--- src/rtl/if_stage_if.sv ---
// rtl/if_stage_if.sv - fetch-stage bus: imem read port, downstream control, IF/ID outputs
interface if_stage_if #(
    parameter int CNT_W = 16
);
    logic             stall;
    logic             redirect_valid;
    logic [31:0]      redirect_target;
    logic [31:0]      imem_addr;
    logic [31:0]      imem_data;
    logic [31:0]      ifid_pc;
    logic [31:0]      ifid_pc_plus1;
    logic [31:0]      ifid_inst;
    logic             ifid_valid;
    logic [CNT_W-1:0] fetch_count;

    modport master (
        input  stall, redirect_valid, redirect_target, imem_data,
        output imem_addr, ifid_pc, ifid_pc_plus1, ifid_inst, ifid_valid, fetch_count
    );

    modport slave (
        output stall, redirect_valid, redirect_target, imem_data,
        input  imem_addr, ifid_pc, ifid_pc_plus1, ifid_inst, ifid_valid, fetch_count
    );
endinterface

--- src/rtl/if_stage.sv ---
// rtl/if_stage.sv - instruction fetch: PC, IF/ID register, redirect/stall, early j resolution
module if_stage #(
    parameter logic [31:0] RESET_PC   = 32'h0000_0000,
    parameter bit          EARLY_JUMP = 1'b1,
    parameter int          CNT_W      = 16
) (
    input  logic         CLK,
    input  logic         Reset,
    if_stage_if.master   bus
);
    logic [31:0]      pc_q, pc_d;
    logic [31:0]      ifid_pc_q, ifid_pc_d;
    logic [31:0]      ifid_pc_plus1_q, ifid_pc_plus1_d;
    logic [31:0]      ifid_inst_q, ifid_inst_d;
    logic             ifid_valid_q, ifid_valid_d;
    logic [CNT_W-1:0] fetch_count_q, fetch_count_d;

    logic [31:0] pc_plus1;
    logic [31:0] jump_target;
    logic        is_j;

    assign pc_plus1    = pc_q + 32'd1;
    assign jump_target = {pc_plus1[31:26], bus.imem_data[25:0]};
    assign is_j        = EARLY_JUMP && (bus.imem_data[31:26] == 6'b000010);

    always_comb begin
        pc_d            = pc_q;
        ifid_pc_d       = ifid_pc_q;
        ifid_pc_plus1_d = ifid_pc_plus1_q;
        ifid_inst_d     = ifid_inst_q;
        ifid_valid_d    = ifid_valid_q;
        fetch_count_d   = fetch_count_q;
        if (bus.redirect_valid) begin
            // wrong-path instruction is dropped; IF/ID becomes a bubble
            pc_d         = bus.redirect_target;
            ifid_valid_d = 1'b0;
            ifid_inst_d  = 32'h0;
        end else if (!bus.stall) begin
            ifid_pc_d       = pc_q;
            ifid_pc_plus1_d = pc_plus1;
            ifid_inst_d     = bus.imem_data;
            ifid_valid_d    = 1'b1;
            fetch_count_d   = fetch_count_q + 1'b1;
            pc_d            = is_j ? jump_target : pc_plus1;
        end
    end

    always_ff @(posedge CLK or posedge Reset) begin
        if (Reset) begin
            pc_q            <= RESET_PC;
            ifid_pc_q       <= 32'h0;
            ifid_pc_plus1_q <= 32'h0;
            ifid_inst_q     <= 32'h0;
            ifid_valid_q    <= 1'b0;
            fetch_count_q   <= '0;
        end else begin
            pc_q            <= pc_d;
            ifid_pc_q       <= ifid_pc_d;
            ifid_pc_plus1_q <= ifid_pc_plus1_d;
            ifid_inst_q     <= ifid_inst_d;
            ifid_valid_q    <= ifid_valid_d;
            fetch_count_q   <= fetch_count_d;
        end
    end

    assign bus.imem_addr     = pc_q;
    assign bus.ifid_pc       = ifid_pc_q;
    assign bus.ifid_pc_plus1 = ifid_pc_plus1_q;
    assign bus.ifid_inst     = ifid_inst_q;
    assign bus.ifid_valid    = ifid_valid_q;
    assign bus.fetch_count   = fetch_count_q;
endmodule

--- src/flat_wrapper.sv ---
// flat-port wrapper written by rule: the top's interface ports become plain ports
module if_stage_flat 
#(
    parameter logic [31:0] RESET_PC   = 32'h0000_0000,
    parameter bit          EARLY_JUMP = 1'b1,
    parameter int          CNT_W      = 16
)
  (CLK, Reset, bus_stall, bus_redirect_valid, bus_redirect_target, bus_imem_data, bus_imem_addr, bus_ifid_pc, bus_ifid_pc_plus1, bus_ifid_inst, bus_ifid_valid, bus_fetch_count);
  if_stage_if #(.CNT_W(CNT_W)) bus_i ();
  input  logic CLK;
  input  logic Reset;
  input wire logic [$bits(bus_i.stall)-1:0] bus_stall;
  input wire logic [$bits(bus_i.redirect_valid)-1:0] bus_redirect_valid;
  input wire logic [$bits(bus_i.redirect_target)-1:0] bus_redirect_target;
  input wire logic [$bits(bus_i.imem_data)-1:0] bus_imem_data;
  output wire logic [$bits(bus_i.imem_addr)-1:0] bus_imem_addr;
  output wire logic [$bits(bus_i.ifid_pc)-1:0] bus_ifid_pc;
  output wire logic [$bits(bus_i.ifid_pc_plus1)-1:0] bus_ifid_pc_plus1;
  output wire logic [$bits(bus_i.ifid_inst)-1:0] bus_ifid_inst;
  output wire logic [$bits(bus_i.ifid_valid)-1:0] bus_ifid_valid;
  output wire logic [$bits(bus_i.fetch_count)-1:0] bus_fetch_count;
  assign bus_i.stall = bus_stall;
  assign bus_i.redirect_valid = bus_redirect_valid;
  assign bus_i.redirect_target = bus_redirect_target;
  assign bus_i.imem_data = bus_imem_data;
  assign bus_imem_addr = bus_i.imem_addr;
  assign bus_ifid_pc = bus_i.ifid_pc;
  assign bus_ifid_pc_plus1 = bus_i.ifid_pc_plus1;
  assign bus_ifid_inst = bus_i.ifid_inst;
  assign bus_ifid_valid = bus_i.ifid_valid;
  assign bus_fetch_count = bus_i.fetch_count;
  if_stage #(.RESET_PC(RESET_PC), .EARLY_JUMP(EARLY_JUMP), .CNT_W(CNT_W)) u_core (.CLK(CLK), .Reset(Reset), .bus(bus_i));
endmodule
--- config.mk ---
export PLATFORM = sky130hd
export DESIGN_NAME = if_stage_flat
export DESIGN_NICKNAME = d
export VERILOG_FILES = /design/src/rtl/if_stage_if.sv /design/src/rtl/if_stage.sv /design/src/flat_wrapper.sv
export SDC_FILE = /design/constraint.sdc
export NUM_CORES = 1
export LEC_CHECK = 0
export ABC_CLOCK_PERIOD_IN_PS = 5900
export CORE_AREA = 2 2 125 127
export CTS_CLUSTER_DIAMETER = 40
export DETAILED_ROUTE_END_ITERATION = 8
export DIE_AREA = 0 0 127 129
export MAX_ROUTING_LAYER = met4
export PLACE_DENSITY_LB_ADDON = 0.08
export SYNTH_ARGS = -nofsm -noshare
export SYNTH_HDL_FRONTEND = slang
export SYNTH_SLANG_ARGS = --single-unit
--- constraint.sdc ---
create_clock -name CLK -period 5.9 [get_ports CLK]
set_clock_uncertainty 0.05 [all_clocks]
set_input_delay 0.885 -clock CLK [delete_from_list [all_inputs] [get_ports CLK]]
set_output_delay 0.885 -clock CLK [all_outputs]
set_load 0.05 [all_outputs]
==> results of run 1 <==
==> kinds of logic (layout without fill, tap and decap cells) <==
family	after synthesis	after routing
DFF	145	145
buffers and inverters	67	260
muxes	36	36
AOI/OAI and AO/OA	134	134
xor gates and xnor gates	49	49
and+or+nand+nor	309	309
adders and majority gates	2	2
==> cells in the final DEF (no fill, tap or decap), drive strengths merged, types with 3 or more instances in the layout <==
cell           Yosys  routed
a22oi              3       3
nand4b             4       4
nor4               5       5
nor2b              4       4
nand2b             4       4
a221o              4       4
o2bb2ai            6       6
dfrtp            145     145
a21oi             19      19
o22ai              6       6
inv               12      15
nor3               7       7
xor2              18      18
and2               6       6
o211ai             3       3
mux2i             30      30
a31oi              6       6
o21ai             65      65
nand4             12      12
nand2            157     157
nand3             26      26
nor2              58      58
xnor2             31      31
and3              11      11
bufinv             0       4
and4               6       6
clkdlybuf4s50      0     210
buf               27       6
clkbuf            28      18
mux2               6       6
o21a               3       3
a221oi             3       3
clkinv             0       5
==> cell type report <==
class | count | area share [%]
Inverter | 12 | 0.510
Clock buffer | 18 | 4.48
Multi-Input combinational cell | 530 | 31.7
Clock inverter | 14 | 2.05
Tap cell | 188 | 2.40
Timing Repair Buffer | 216 | 21.8
Sequential cell | 145 | 37.0
==> flip-flops by register name (all words and copies together), names as in the netlist <==
signal / count
u_core.bus.fetch_count: 16
u_core.bus.ifid_valid: 1
u_core.bus.ifid_pc_plus1: 32
u_core.bus.ifid_inst: 32
u_core.bus.ifid_pc: 32
u_core.bus.imem_addr: 32
==> where the power goes <==
group / internal (mW) / switching [mW]
registers: 1.12 / 0.130
logic: 0.353 / 0.684
clock network: 0.725 / 0.450
==> worst reg2reg max path: cells and delay by family, from the launching register on <==
kind / cells / cell delay (ns)
flops: 1 / 0.55
simple gates: 3 / 1.40
compound gates: 1 / 0.43
==> worst paths after layout <==
check	startpoint	to	slack [ns]	cells after the start
setup / recovery	bus_imem_data[30]	u_core.bus.imem_addr[11]	2.68	6
hold / removal	u_core.bus.fetch_count[15]	u_core.bus.fetch_count[15]	0.41	1
setup reg to reg	u_core.bus.imem_addr[15]	u_core.bus.ifid_pc_plus1[29]	3.37	4
hold reg to reg	u_core.bus.fetch_count[15]	u_core.bus.fetch_count[15]	0.41	1
max in group asynchronous	Reset	u_core.bus.imem_addr[10]	3.65	3
min in group asynchronous	Reset	u_core.bus.ifid_pc[26]	1.01	2
==> per-layer routing <==
metal | GRT usage (%) | part of all wire, % | routed length (microns)
met2 | 40.3 | 46 | 9600
met1 | 36.9 | 45 | 9250
met5 | - | 0 | 0
met4 | 6.72 | 1.1 | 229
met3 | 6.94 | 7.7 | 1590
==> through the flow <==
step | hold slack (ns) | utilization, % | area [sq um] | power (mW)
after floorplan | 0.694 | - | 7070 | 1.92
after global placement | 0.408 | 61.2 | 9170 | 2.29
after detailed placement | 0.406 | 61.2 | 9170 | 2.31
after CTS | 0.418 | 65.5 | 9810 | 3.48
after global routing | 0.448 | 65.5 | 9810 | 3.60
final | 0.413 | 65.5 | 9810 | 3.46
==> impl_metrics.csv, run 1 <==
group,metric,value,unit
placed_design,io_buffers,212,
global_routing,grt_antenna_before_repair,0,
synth,synth_cells,742,
critical_path,crit_chain,"clkdlybuf4s50_1 > nor4b_2 > nand2_1 > nand2_1 > o21ai_0 > a221o_1",
final_layout,drive_gt1_share,6.52,%
global_routing,grt_pass1_wl,33500,microns
placed_design,place_inst,1091,
final_layout,final_cells,1123,
global_routing,grt_overflow_total,0,
timing,worst_slew_pin_slew,1.20,ns
critical_path,end_kind,"register",
cts,cts.clk_slew.worst_paths,0.06,ns
drt,ant_nets,0,
synth,synth_compound_area_share,11.7,%
critical_path,max_stage_delay,0.65,ns
timing,relSlewSlack,19.5,%
synth,synth.most_common_cell,"nand2_1",
floorplan,start_util,47.2,%
global_routing,grt_pass1_vias,6036,
floorplan,die-area,16400,sq um
drt,drc,0,
cts,cts_setup_buffers,0,
final_layout,final_nets,992,
final_layout,diodes,0,
drt,vias,6123,
timing,setup_slack,2.68,ns
drt,wire_per_inst,18.4,microns
synth,synth_edf_count,0,
final_layout,seq_area,3630,sq um
synth,synth_seq_cells,145,
critical_path,startpoint_type,"input pin",
synth,yosysTopAreaCell,"dfrtp_1",
synth,avgSynthCellArea,9.52,sq um
critical_path,crit_buf_inv,1,
timing,fin_crit,3.22,ns
worst_hold_path,worst_hold_path_type,"reg -> reg",
critical_path,cp_max_fo,29,
job,maxCapViolCount,0,
final_layout,multiInputGateArea,3110,sq um
pwr,powerDensity,353,nW/um^2
critical_path,crit_path_top_delay_cell,"nand2_1",
drt,first_pass_iters,5,
critical_path,worstPathArrival,3.47,ns
cts,cts_sinks,145,
critical_path,crit_top_cell,"nand2_1",
cts,htreeDepth,4,
timing,setup_viol,0,
critical_path,critPathKind,"in -> reg",
final_layout,area_growth,38.9,%
pwr,p_leak,4.23,nW
floorplan,die_w,127,microns
cts,clock-root-buffer,"clkbuf_16",
timing,rsz0062_at_grt,"false",
timing,drv_slew,0,
critical_path,critical_path.top_delay_family,"simple AND/OR/NAND/NOR gates",
synth,synthXorXnorAreaFrac,6.07,%
floorplan,die_h,129,microns
cts,clockBufferDepth,2,
timing,period_share,54.6,%
drt,via_per_inst,5.45,
synth,netlist_top_cells_area,"dfrtp_1 (51%), nand2_1 (8.3%), o21ai_0 (4.6%)",
cts,cts.repair.resized,0,
placed_design,hpwl,14400,microns
synth,synth_top_cell_area_share,51.4,%
placed_design,pre_cts_ws,2.23,ns
final_layout,fillers,1248,
synth,yosys-top-cells-count,"nand2_1 (157), dfrtp_1 (145), o21ai_0 (65), nor2_1 (57), xnor2_1 (31)",
cts,clk_latency,0.43,ns
floorplan,core,15000,sq um
placed_design,place_congestion,0.885,
drt,totalWireLength,20700,microns
synth,synth.distinct_cells,59,
critical_path,cp.required,6.15,ns
synth,ys_warn_count,0,
cts,cts_tree,"built",
synth,synth_area,7070,sq um
synth,yosys.area_share.simple,20.6,%
synth,synth_top_family_by_area,"simple AND/OR/NAND/NOR gates",
pwr,peakVddDrop,0.000182,V
drt,drtIter0Drc,435,
cts,ctsHoldBuffers,0,
synth,synth_mux_area_share,5.21,%
timing,fin_tns_setup,0,ns
timing,clock.fmax,311,MHz
timing,finalHoldViolCount,0,
synth,syn_nets,812,
run_status,status,"completed",
global_routing,groute.usage.overall,26.9,%
floorplan,num_rows,45,
global_routing,grt_start_max_net_pins,105,
cts,cts_made_buffers,17,
synth,ys_async_sr_fraction,100,%
synth,synth_flop_cell,"dfrtp_1",
synth,ys_seq_area_share,51.4,%
floorplan,io_pins,213,
synth,synthAdderAreaFrac,0.354,%
Power figures use the tool's default switching activity.
==> run 2, diff against run 1 <==
--- a/config.mk
+++ b/config.mk
@@ -5,7 +5,7 @@
 export SDC_FILE = /design/constraint.sdc
 export NUM_CORES = 1
 export LEC_CHECK = 0
-export ABC_CLOCK_PERIOD_IN_PS = 5900
+export ABC_CLOCK_PERIOD_IN_PS = 3030
 export CORE_AREA = 2 2 125 127
 export CTS_CLUSTER_DIAMETER = 40
 export DETAILED_ROUTE_END_ITERATION = 8
==> constraint.sdc (replaced) <==
create_clock -name CLK -period 3.03 [get_ports CLK]
set_clock_uncertainty 0.05 [all_clocks]
set_input_delay 0.4545 -clock CLK [delete_from_list [all_inputs] [get_ports CLK]]
set_output_delay 0.4545 -clock CLK [all_outputs]
set_load 0.05 [all_outputs]
==> impl_metrics.csv, run 2 (same netlist as run 1, synthesis figures left out) <==
group,metric,value,unit
run_status,status,"completed",
critical_path,crit_chain,"clkdlybuf4s50_1",
placed_design,place_congestion,0.879,
floorplan,die_w,127,microns
floorplan,start_util,47.2,%
drt,first_pass_iters,5,
floorplan,die-area,16400,sq um
cts,cts.repair.resized,0,
worst_hold_path,worst_hold_path_type,"in -> reg",
timing,relSlewSlack,51.0,%
critical_path,max_stage_delay,0.90,ns
final_layout,diodes,0,
critical_path,cp_max_fo,10,
global_routing,groute.usage.overall,26.8,%
cts,clockBufferDepth,2,
critical_path,critical_path.top_delay_family,"buffers and inverters",
cts,cts_setup_buffers,0,
pwr,switchingPower,2.38,mW
drt,drtIter0Drc,467,
drt,vias,6178,
cts,cts_tree,"built",
final_layout,multiInputGateArea,3110,sq um
global_routing,grt_pass1_vias,6091,
cts,htreeDepth,4,
pwr,p_leak,4.25,nW
cts,cts_made_buffers,17,
drt,totalWireLength,20600,microns
pwr,intPower,4.24,mW
timing,worst_slew_pin_slew,0.732,ns
cts,clock-root-buffer,"clkbuf_16",
timing,drv_slew,0,
cts,cts_sinks,145,
critical_path,cp.required,2.53,ns
final_layout,seq_area,3630,sq um
timing,fin_tns_setup,0,ns
timing,setup_viol,0,
cts,clk_latency,0.42,ns
final_layout,layout_commonest_cell,"clkdlybuf4s50_1",
drt,drc,0,
floorplan,core,15000,sq um
global_routing,grt_antenna_before_repair,0,
timing,finalHoldViolCount,0,
global_routing,grt_start_max_net_pins,92,
pwr,p_comb_share,30.7,%
pwr,powerDensity,672,nW/um^2
final_layout,layout_common_cells,"clkdlybuf4s50_1 (210), nand2_1 (157), dfrtp_1 (145)",
pwr,switching_share,36.0,%
global_routing,grt_pass1_wl,33200,microns
critical_path,startpoint_type,"register",
global_routing,grt_overflow_total,0,
critical_path,crit_buf_inv,1,
drt,wire_per_inst,18.3,microns
final_layout,fillers,1244,
timing,fin_crit,2.41,ns
final_layout,area_growth,39.5,%
timing,period_share,79.5,%
floorplan,die_h,129,microns
final_layout,final_nets,999,
critical_path,worstPathArrival,1.90,ns
placed_design,io_buffers,212,
placed_design,hpwl,14700,microns
timing,clock.fmax,415,MHz
pwr,totalPowerFinal,6.63,mW
drt,via_per_inst,5.48,
pwr,p_clk_share,32.6,%
critical_path,critPathKind,"reg -> out",
floorplan,io_pins,213,
pwr,peakVddDrop,0.000359,V
cts,cts.clk_slew.worst_paths,0.06,ns
critical_path,crit_path_top_delay_cell,"clkdlybuf4s50_1",
pwr,seqPwrFrac,36.7,%
final_layout,drive_gt1_share,6.71,%
job,maxCapViolCount,0,
critical_path,end_kind,"output pin",
drt,ant_nets,0,
cts,ctsHoldBuffers,0,
timing,rsz0062_at_grt,"false",
floorplan,num_rows,45,
-- run 2: metrics by stage --
stage                     setup slack, ns  hold slack (ns)  util, %  instances  area [sq um]
after global placement              0.286            0.409     61.8       1098          9260
after CTS                           0.631            0.391     65.8       1127          9850
after global routing                0.489            0.423     65.8       1127          9850
after floorplan                     0.706            0.521        -        742          7070
final                               0.622            0.402     65.8       1127          9850
after detailed placement            0.280            0.409     61.8       1098          9260
-- run 2: power by group through the flow --
stage	Sequential (mW)	Combinational, mW	Clock [mW]
6_report	2.43	2.04	2.16
5_1_grt	2.47	2.15	2.26
2_1_floorplan	3.25	0.486	0
3_5_place_dp	2.46	2.04	0
3_3_place_gp	2.45	2.02	0
4_1_cts	2.43	2.05	2.18
-- run 2: per-layer routing --
layer  track usage, %  share of wire [%]  wire, microns  vias up
met1             36.2                 45           9330     2991
met2             39.9                 46           9540      239
met4             8.66                1.9            384        0
met5                -                  0              0        -
li1                 -                  -              -     2918
met3             6.69                6.8           1400       30
-- run 2: path summary, 6_finish.rpt --
check | from | end | slack [ns] | depth (start not counted)
min reg2reg | u_core.bus.fetch_count[15] | u_core.bus.fetch_count[15] | 0.42 | 1
max | u_core.bus.imem_addr[12] | bus_imem_addr[12] | 0.62 | 1
min | bus_redirect_valid | u_core.bus.imem_addr[30] | 0.40 | 3
max reg2reg | u_core.bus.imem_addr[0] | u_core.bus.imem_addr[16] | 0.74 | 6
max in group asynchronous | Reset | u_core.bus.imem_addr[18] | 1.85 | 3
min in group asynchronous | Reset | u_core.bus.imem_addr[1] | 0.45 | 3
-- run 2: final cells by class --
cell class	instances	area share, %
Multi-Input combinational cell	530	31.6
Clock inverter	10	1.65
Inverter	12	0.495
Timing Repair Buffer	223	22.7
Tap cell	188	2.39
Clock buffer	19	4.39
Sequential cell	145	36.8
==> run 3, diff against run 2 <==
--- a/config.mk
+++ b/config.mk
@@ -5,7 +5,7 @@
 export SDC_FILE = /design/constraint.sdc
 export NUM_CORES = 1
 export LEC_CHECK = 0
-export ABC_CLOCK_PERIOD_IN_PS = 3030
+export ABC_CLOCK_PERIOD_IN_PS = 2300
 export CORE_AREA = 2 2 125 127
 export CTS_CLUSTER_DIAMETER = 40
 export DETAILED_ROUTE_END_ITERATION = 8
==> constraint.sdc (replaced) <==
create_clock -name CLK -period 2.3 [get_ports CLK]
set_clock_uncertainty 0.05 [all_clocks]
set_input_delay 0.345 -clock CLK [delete_from_list [all_inputs] [get_ports CLK]]
set_output_delay 0.345 -clock CLK [all_outputs]
set_load 0.05 [all_outputs]
==> impl_metrics.csv, run 3 (same netlist as run 1, synthesis figures left out) <==
group,metric,value,unit
floorplan,start_util,47.2,%
run_status,status,"completed",
drt,ant_nets,0,
final_layout,final_nets,1038,
final_layout,drive_gt1_share,10.9,%
global_routing,grt_pass1_vias,6450,
timing,drv_slew,0,
final_layout,area_growth,44.6,%
global_routing,grt_antenna_before_repair,0,
critical_path,cp.required,1.90,ns
pwr,powerDensity,876,nW/um^2
timing,hold_slack,0.271,ns
floorplan,io_pins,213,
final_layout,fillers,1190,
cts,cts_tree,"built",
timing,rsz0062_at_grt,"false",
cts,clockBufferDepth,2,
floorplan,core,15000,sq um
critical_path,crit_cells,1,
cts,clk_latency,0.43,ns
critical_path,end_kind,"output pin",
timing,fin_crit,2.20,ns
floorplan,die_w,127,microns
cts,clock-root-buffer,"clkbuf_16",
critical_path,reg2regPathDepth,6,
cts,cts_sinks,145,
timing,fin_tns_setup,0,ns
drt,drtIter0Drc,405,
final_layout,final_cells,1168,
drt,via_per_inst,5.48,
timing,relSlewSlack,59.5,%
pwr,p_leak,4.48,nW
drt,first_pass_iters,5,
drt,vias,6396,
global_routing,groute.usage.overall,28.1,%
critical_path,cp_max_fo,9,
global_routing,grt_start_max_net_pins,52,
pwr,peakVddDrop,0.000572,V
timing,period_share,95.8,%
global_routing,grt_overflow_total,0,
cts,cts.clk_slew.worst_paths,0.07,ns
cts,cts_setup_buffers,0,
worst_hold_path,worst_hold_path_type,"in -> async",
floorplan,die_h,129,microns
placed_design,place_congestion,0.900,
placed_design,place_inst,1137,
critical_path,crit_buf_inv,1,
global_routing,grt_pass1_wl,34800,microns
floorplan,die-area,16400,sq um
drt,wire_per_inst,18.5,microns
job,maxCapViolCount,0,
timing,setup_viol,0,
final_layout,final_area,10200,sq um
cts,htreeDepth,4,
critical_path,worstPathArrival,1.81,ns
drt,drc,0,
final_layout,layout_commonest_cell,"clkdlybuf4s50_1",
critical_path,r2r_slack,0.22,ns
floorplan,num_rows,45,
cts,cts_made_buffers,17,
placed_design,place_area,9580,sq um
final_layout,final_util,68.2,%
placed_design,hpwl,16200,microns
timing,clock.fmax,454,MHz
critical_path,crit_path_top_delay_cell,"clkdlybuf4s50_1",
critical_path,startpoint_type,"register",
timing,finalHoldViolCount,0,
placed_design,io_buffers,212,
final_layout,diodes,0,
critical_path,critical_path.top_delay_family,"buffers and inverters",
critical_path,max_stage_delay,0.87,ns
critical_path,crit_chain,"clkdlybuf4s50_1",
final_layout,layout_common_cells,"clkdlybuf4s50_1 (207), nand2_1 (157), dfrtp_1 (145)",
drt,totalWireLength,21600,microns
critical_path,critPathKind,"reg -> out",
timing,worst_slew_pin_slew,0.606,ns
==> run 3: cell count changes in the layout (fill, tap and decap cells not counted) <==
cell and change:
buf_4 +37, nor3_2 +1, clkinvlp_4 +2, nor3_1 -1, clkinv_4 +1, dlygate4sd2_1 +1, clkdlybuf4s50_1 -3, dlymetal6s2s_1 +2
clkinv_2 -2, buf_12 +2, inv_6 +3, clkbuf_1 -2
==> run 3: worst paths after layout <==
| check | startpoint | to |
|---|---|---|
| min in group CLK | bus_stall | u_core.bus.ifid_inst[24] |
| setup / recovery | u_core.bus.imem_addr[29] | bus_imem_addr[29] |
| setup reg to reg | u_core.bus.imem_addr[1] | u_core.bus.imem_addr[16] |
| hold / removal | Reset | u_core.bus.ifid_pc[1] |
| max in group asynchronous | Reset | u_core.bus.fetch_count[10] |
| hold reg to reg | u_core.bus.fetch_count[15] | u_core.bus.fetch_count[15] |
==> run 3: per-stage QoR <==
stage | setup WS [ns] | total power, mW
finish | 0.0975 | 8.95
detailed placement | -0.0898 | 6.03
floorplan | 0.00253 | 4.92
global route | 0.0243 | 9.29
global placement | -0.0246 | 5.98
CTS | 0.0128 | 8.99
==> run 3: layer usage <==
layer	GRT usage (%)	wire, microns
met1	37.9	9630
met4	7.37	345
met5	-	0
met2	42.9	10000
met3	6.86	1560
==> run 3: timing repair <==
item                                    CTS  global route
gates resized for setup                   1             3
hold endpoints to repair                  0             0
hold buffers                              0             0
endpoints found under the setup margin    1             3
==> run 3: power breakdown <==
group	switching (mW)	total, mW	internal [mW]
registers	0.273	3.14	2.87
clock network	1.15	2.97	1.83
logic	1.85	2.83	0.985
==> run 3: area by class of cell <==
cell class	count	area, sq um	share of cell area [%]
clock buffer	17	425	4.17
clock inverter	14	203	1.98
inverter	12	48.8	0.478
multi-input combinational	530	3120	30.5
sequential	145	3630	35.5
tap	188	235	2.30
timing repair buffer	262	2550	25.0
==> RTL change 1, RTL diff (config.mk and constraints of run 1) <==
`CNT_W` is set to 16 in 3 places; all go to 32.
--- a/src/rtl/if_stage_if.sv
+++ b/src/rtl/if_stage_if.sv
@@ -1,5 +1,5 @@
 // rtl/if_stage_if.sv - fetch-stage bus: imem read port, downstream control, IF/ID outputs
 interface if_stage_if #(
-    parameter int CNT_W = 16
+    parameter int CNT_W = 32
 );
     logic             stall;
--- a/src/rtl/if_stage.sv
+++ b/src/rtl/if_stage.sv
@@ -3,5 +3,5 @@
     parameter logic [31:0] RESET_PC   = 32'h0000_0000,
     parameter bit          EARLY_JUMP = 1'b1,
-    parameter int          CNT_W      = 16
+    parameter int          CNT_W      = 32
 ) (
     input  logic         CLK,
--- a/src/flat_wrapper.sv
+++ b/src/flat_wrapper.sv
@@ -4,5 +4,5 @@
     parameter logic [31:0] RESET_PC   = 32'h0000_0000,
     parameter bit          EARLY_JUMP = 1'b1,
-    parameter int          CNT_W      = 16
+    parameter int          CNT_W      = 32
 )
   (CLK, Reset, bus_stall, bus_redirect_valid, bus_redirect_target, bus_imem_data, bus_imem_addr, bus_ifid_pc, bus_ifid_pc_plus1, bus_ifid_inst, bus_ifid_valid, bus_fetch_count);
Ports: changed (resized bus_fetch_count); port bits go from 213 to 229. No check against the original RTL was run, so the function may have changed too.
==> RTL change 1 against run 1 <==
Count of clock-buffer cells in the layout rose by 8; wire length rose by 1.4%; sequential cell count rose by 16; highest routed layer unchanged; final area rose by 7.4%; total power rose by 5.9%; synthesized area rose by 7.5%; utilization rose by 4.9 points; worst setup slack got worse by 1.4 ps; fmax barely moved; via count rose by 2.4%; hold slack improved by 17 ps; synthesized cell count fell by 4.6%.
==> RTL change 1: results (changes against run 1) <==
RELSLEWSLACK_PCT=25.5  # +6.0 points
MET3_WIRELENGTH_UM=1370  # -14%
MAX-VDD-IR-DROP_mV=0.196  # +7.5%
HOLD-PATH-ENDPOINT='u_core.bus.fetch_count[31]'
VIAS_IN_THE_FIRST_GLOBAL_ROUTE=6349  # +5.2%
PIN_COUNT_OF_THE_BIGGEST_NET_ENTERING_GLOBAL_ROUTING=102  # -2.9%
YOSYS.AREA.TOP_TYPE_SHARE_PCT=53.0  # +1.7 points
SYNTH.AREA.MUX_SHARE_PCT=8.40  # +3.2 points
MULTI_INPUT_COMB_CELLS=492  # -7.2%
YS_TYPES=56  # -5.1%
GRT_FIRST_PASS_WIRELENGTH_UM=33200  # -0.70%
MULTI_INPUT_GATE_SHARE_OF_TOTAL_CELL_AREA_PCT=31.2  # -0.59 points
YS_SEQ_AREA_SHARE_PCT=53.0  # +1.7 points
GROUTE.USAGE.OVERALL_PCT=26.7  # -0.19 points
HOLD_PATH_START='u_core.bus.fetch_count[31]'
NNONCLKINVERTERS=11  # -1
SYNTH_FA_HA_AREA_SHARE_PCT=0.329  # -0.025 points
PORT_BUFFERS=228  # +7.5%
MOST_INSTANTIATED_CELLS_AFTER_SYNTHESIS='161 x sky130_fd_sc_hd__dfrtp_1, 90 x sky130_fd_sc_hd__nor2_1, 55 x sky130_fd_sc_hd__a21oi_1, 52 x sky130_fd_sc_hd__nand2_1'
R2R-END='u_core.bus.imem_addr[22]'
OUTCOME='finished, final reports clean'
POST_ROUTE_CELLS_DRIVE_ABOVE_1_SHARE_PCT=9.83  # +3.3 points
SETUP.WORST_PATH.END='u_core.bus.imem_addr[9]'
YOSYS.AREA_SHARE.XOR_XNOR_PCT=7.50  # +1.4 points
SEQ-CELL-SHARE_PCT=38.2  # +1.2 points
FILL_CELLS=1124  # -9.9%
SIGNAL_BUFFER_AREA_FRACTION_PCT=21.9  # +0.053 points
AREA_FRACTION_IN_COMPOUND_GATES_AFTER_SYNTHESIS_PCT=9.21  # -2.5 points
NUMBER_OF_CLOCK_BUFFER_INSTANCES_IN_THE_LAYOUT=26  # +8
[RTL change 1: changes by cell type in the layout (fill, tap and decap cells not counted), sizes merged, moves of 12 or more]
cell	before	now
a21oi	19	55
clkdlybuf4s50	210	226
dfrtp	145	161
mux2	6	38
nand2	157	52
nand4	12	26
nor2	58	90
o21ai	65	22
o221ai	1	13
[RTL change 1: metrics by stage]
step / cell area (um2) / std cells / setup WS, ps / hold WS (ps)
global placement: 9900 / 1084 / 2380 / 413
detailed placement: 9900 / 1084 / 2300 / 427
finish: 10500 / 1114 / 2680 / 430
CTS: 10500 / 1114 / 2710 / 438
floorplan: 7590 / 708 / 617 / 701
global route: 10500 / 1114 / 2520 / 457
[RTL change 1: power breakdown]
| part | total, uW | internal, uW | switching, uW |
|---|---|---|---|
| logic | 1090 | 386 | 709 |
| clock network | 1190 | 773 | 419 |
| registers | 1380 | 1240 | 141 |
==> RTL change 2, RTL diff (settings of run 1) <==
Without the edit above. Make the reset (`Reset`) synchronous in one clocked block.
--- a/src/rtl/if_stage.sv
+++ b/src/rtl/if_stage.sv
@@ -46,5 +46,5 @@
     end
 
-    always_ff @(posedge CLK or posedge Reset) begin
+    always_ff @(posedge CLK) begin
         if (Reset) begin
             pc_q            <= RESET_PC;
Function: differs if Reset is asserted again (counterexample within 4 cycles, from zero or initial values and one cycle with Reset high); with Reset held inactive, the same outputs for 10 cycles.
==> RTL change 2 against run 1 <==
Final area decreased by 7.2%; critical path depth decreased by 2; largest cell class is now multi-input combinational cells; sequential cell count unchanged; synthesized area decreased by 8.1%; wire length decreased by 5.2%; worst setup slack improved by 200 ps.
Power is not compared: it rests on default switching activity, and its combinational part moved more than twofold at a synthesized area within 25%.
==> RTL change 2: results (changes against run 1) <==
OUTCOME='finished, final reports clean'
ROUTE.VIAS.TOTAL=6200  # +1.3%
HP-CLASS='reg -> reg'
SYNTH_TOP_CELLS_BY_AREA='sky130_fd_sc_hd__dfxtp_1 45%, sky130_fd_sc_hd__nand2_1 5.3%, sky130_fd_sc_hd__nor2_1 5.3%'
DETAILEDROUTE.FIRSTPASSITERATIONCOUNT=5  # unchanged
YS_TYPES=53  # -10%
MAX-VDD-IR-DROP_mV=0.199
CELL_TOTAL_AFTER_PLACEMENT=1098  # +0.64%
YS.FLOP_TYPE='sky130_fd_sc_hd__dfxtp_1'
HPWL_UM=13900  # -3.1%
SYN-MEAN-INSTANCE-AREA_UM2=8.60  # -9.7%
POST_ROUTE_CELLS_DRIVE_ABOVE_1_SHARE_PCT=6.81  # +0.28 points
SYNTH-WARNING-COUNT=0  # unchanged
MOST_INSTANTIATED_CELLS_AFTER_SYNTHESIS='145 x sky130_fd_sc_hd__dfxtp_1, 91 x sky130_fd_sc_hd__nand2_1, 91 x sky130_fd_sc_hd__nor2_1, 65 x sky130_fd_sc_hd__a21oi_1, 45 x sky130_fd_sc_hd__clkbuf_1'
CELLLEAKAGEPOWER_uW=0.00316
CLK_ROOT_BUFFER_CELL='sky130_fd_sc_hd__clkbuf_16'
VIASPERCELL=5.50  # +0.81%
SYNTH_ASYNC_SR_FLOP_SHARE_PCT=0  # -100 points
WORST_PATH_MAX_DELAY_CELL='sky130_fd_sc_hd__or2_2'
CLK_PIN_SLEW_PS=60  # about the same
POST-PLACE-WS_PS=2470  # +248 ps
GROUTE.USAGE.OVERALL_PCT=24.9  # -2.0 points
TIMING.CRITICAL_PATH.FANOUT_MAX=42  # +45%
CLOCK_LATENCY_PS=420
MIN_PERIOD_PS=3020  # -201 ps
PIN_COUNT_OF_THE_BIGGEST_NET_ENTERING_GLOBAL_ROUTING=74  # -30%
HOLDWS_PS=404  # -9.14 ps
SWSHARE_PCT=28.8
FINISH.NET_COUNT=999  # +0.71%
VIAS_IN_THE_FIRST_GLOBAL_ROUTE=6021  # -0.25%
WORST-SLEW-PIN-TRANSITION_PS=910  # -295 ps
SETUP.REG_TO_REG.WORST_SLACK_PS=3150  # -220 ps
WORST-ENDPOINT-ARRIVAL_PS=3230  # -240 ps
YS_SEQ_AREA_SHARE_PCT=44.7  # -6.6 points
SYNTH_FP_NETS=825  # +1.6%
CP_SLOWEST_STAGE_DELAY_PS=800  # +150 ps
DPL-INSTANCE-AREA_UM2=8570  # -6.6%
INITIALDRTVIOLATIONCOUNT=438  # +0.69%
GP_CONGESTION=0.846  # -4.4%
GRT_ANTENNA_BEFORE_REPAIR=0  # unchanged
GRT_FIRST_PASS_WIRELENGTH_UM=31400  # -6.1%
CRITPATHTOPFAMILY='simple AND/OR/NAND/NOR gates'
DR_WL_CELL_UM=17.4  # -5.7%
TRITONCTS.NUM_BUFFERS=17  # unchanged
==> RTL change 2: path summary, 6_finish.rpt <==
kind,startpoint,end,depth (start not counted)
setup / recovery,bus_redirect_valid,u_core.bus.imem_addr[17],4
hold / removal,u_core.bus.ifid_pc[26],u_core.bus.ifid_pc[26],2
setup reg to reg,u_core.bus.imem_addr[0],u_core.bus.imem_addr[20],6
hold reg to reg,u_core.bus.ifid_pc[26],u_core.bus.ifid_pc[26],2
==> RTL change 2: kinds of logic after synthesis <==
| group | Yosys count | synth area share [%] |
|---|---|---|
| AND/OR/NAND/NOR | 299 | 23.0 |
| AO/OA/AOI/OAI | 172 | 17.3 |
| flip-flops | 145 | 44.7 |
| buffers and inverters | 74 | 5.70 |
| XOR/XNOR | 44 | 5.94 |
| multiplexers | 19 | 2.99 |
| adder cells (fa/ha/maj) | 2 | 0.385 |
==> RTL change 2: per-layer routing <==
metal  GRT usage [%]  routed length [um]
met5               -                   0
met4            7.89                 251
met2            37.6                9020
met3            6.69                1290
met1            32.7                9020
==> RTL change 2: power by group through the flow <==
stage / sequential [uW] / combinational (uW) / clock [uW]
6_report: 1080 / 456 / 991
5_1_grt: 1090 / 483 / 1050
4_1_cts: 1080 / 457 / 1010
3_5_place_dp: 1100 / 455 / 0
3_3_place_gp: 1100 / 451 / 0
2_1_floorplan: 1240 / 145 / 0
==> RTL change 2: cell type report <==
cell class,count,area (um2)
clock buffers,23,478
flip-flops and latches,145,2900
well taps,188,235
inverters,11,41.3
multi-input cells,536,3230
clock inverters,7,60.1
repair buffers,218,2160
fillers,1344,5870
==> RTL change 2: worst register-to-register path, delay by kind of cell (launching register included) <==
family / cells / cell delay (ps)
simple gates: 3 / 1270
flops: 1 / 550
fa+ha+maj: 1 / 340
xor+xnor: 1 / 270
compound gates: 1 / 120
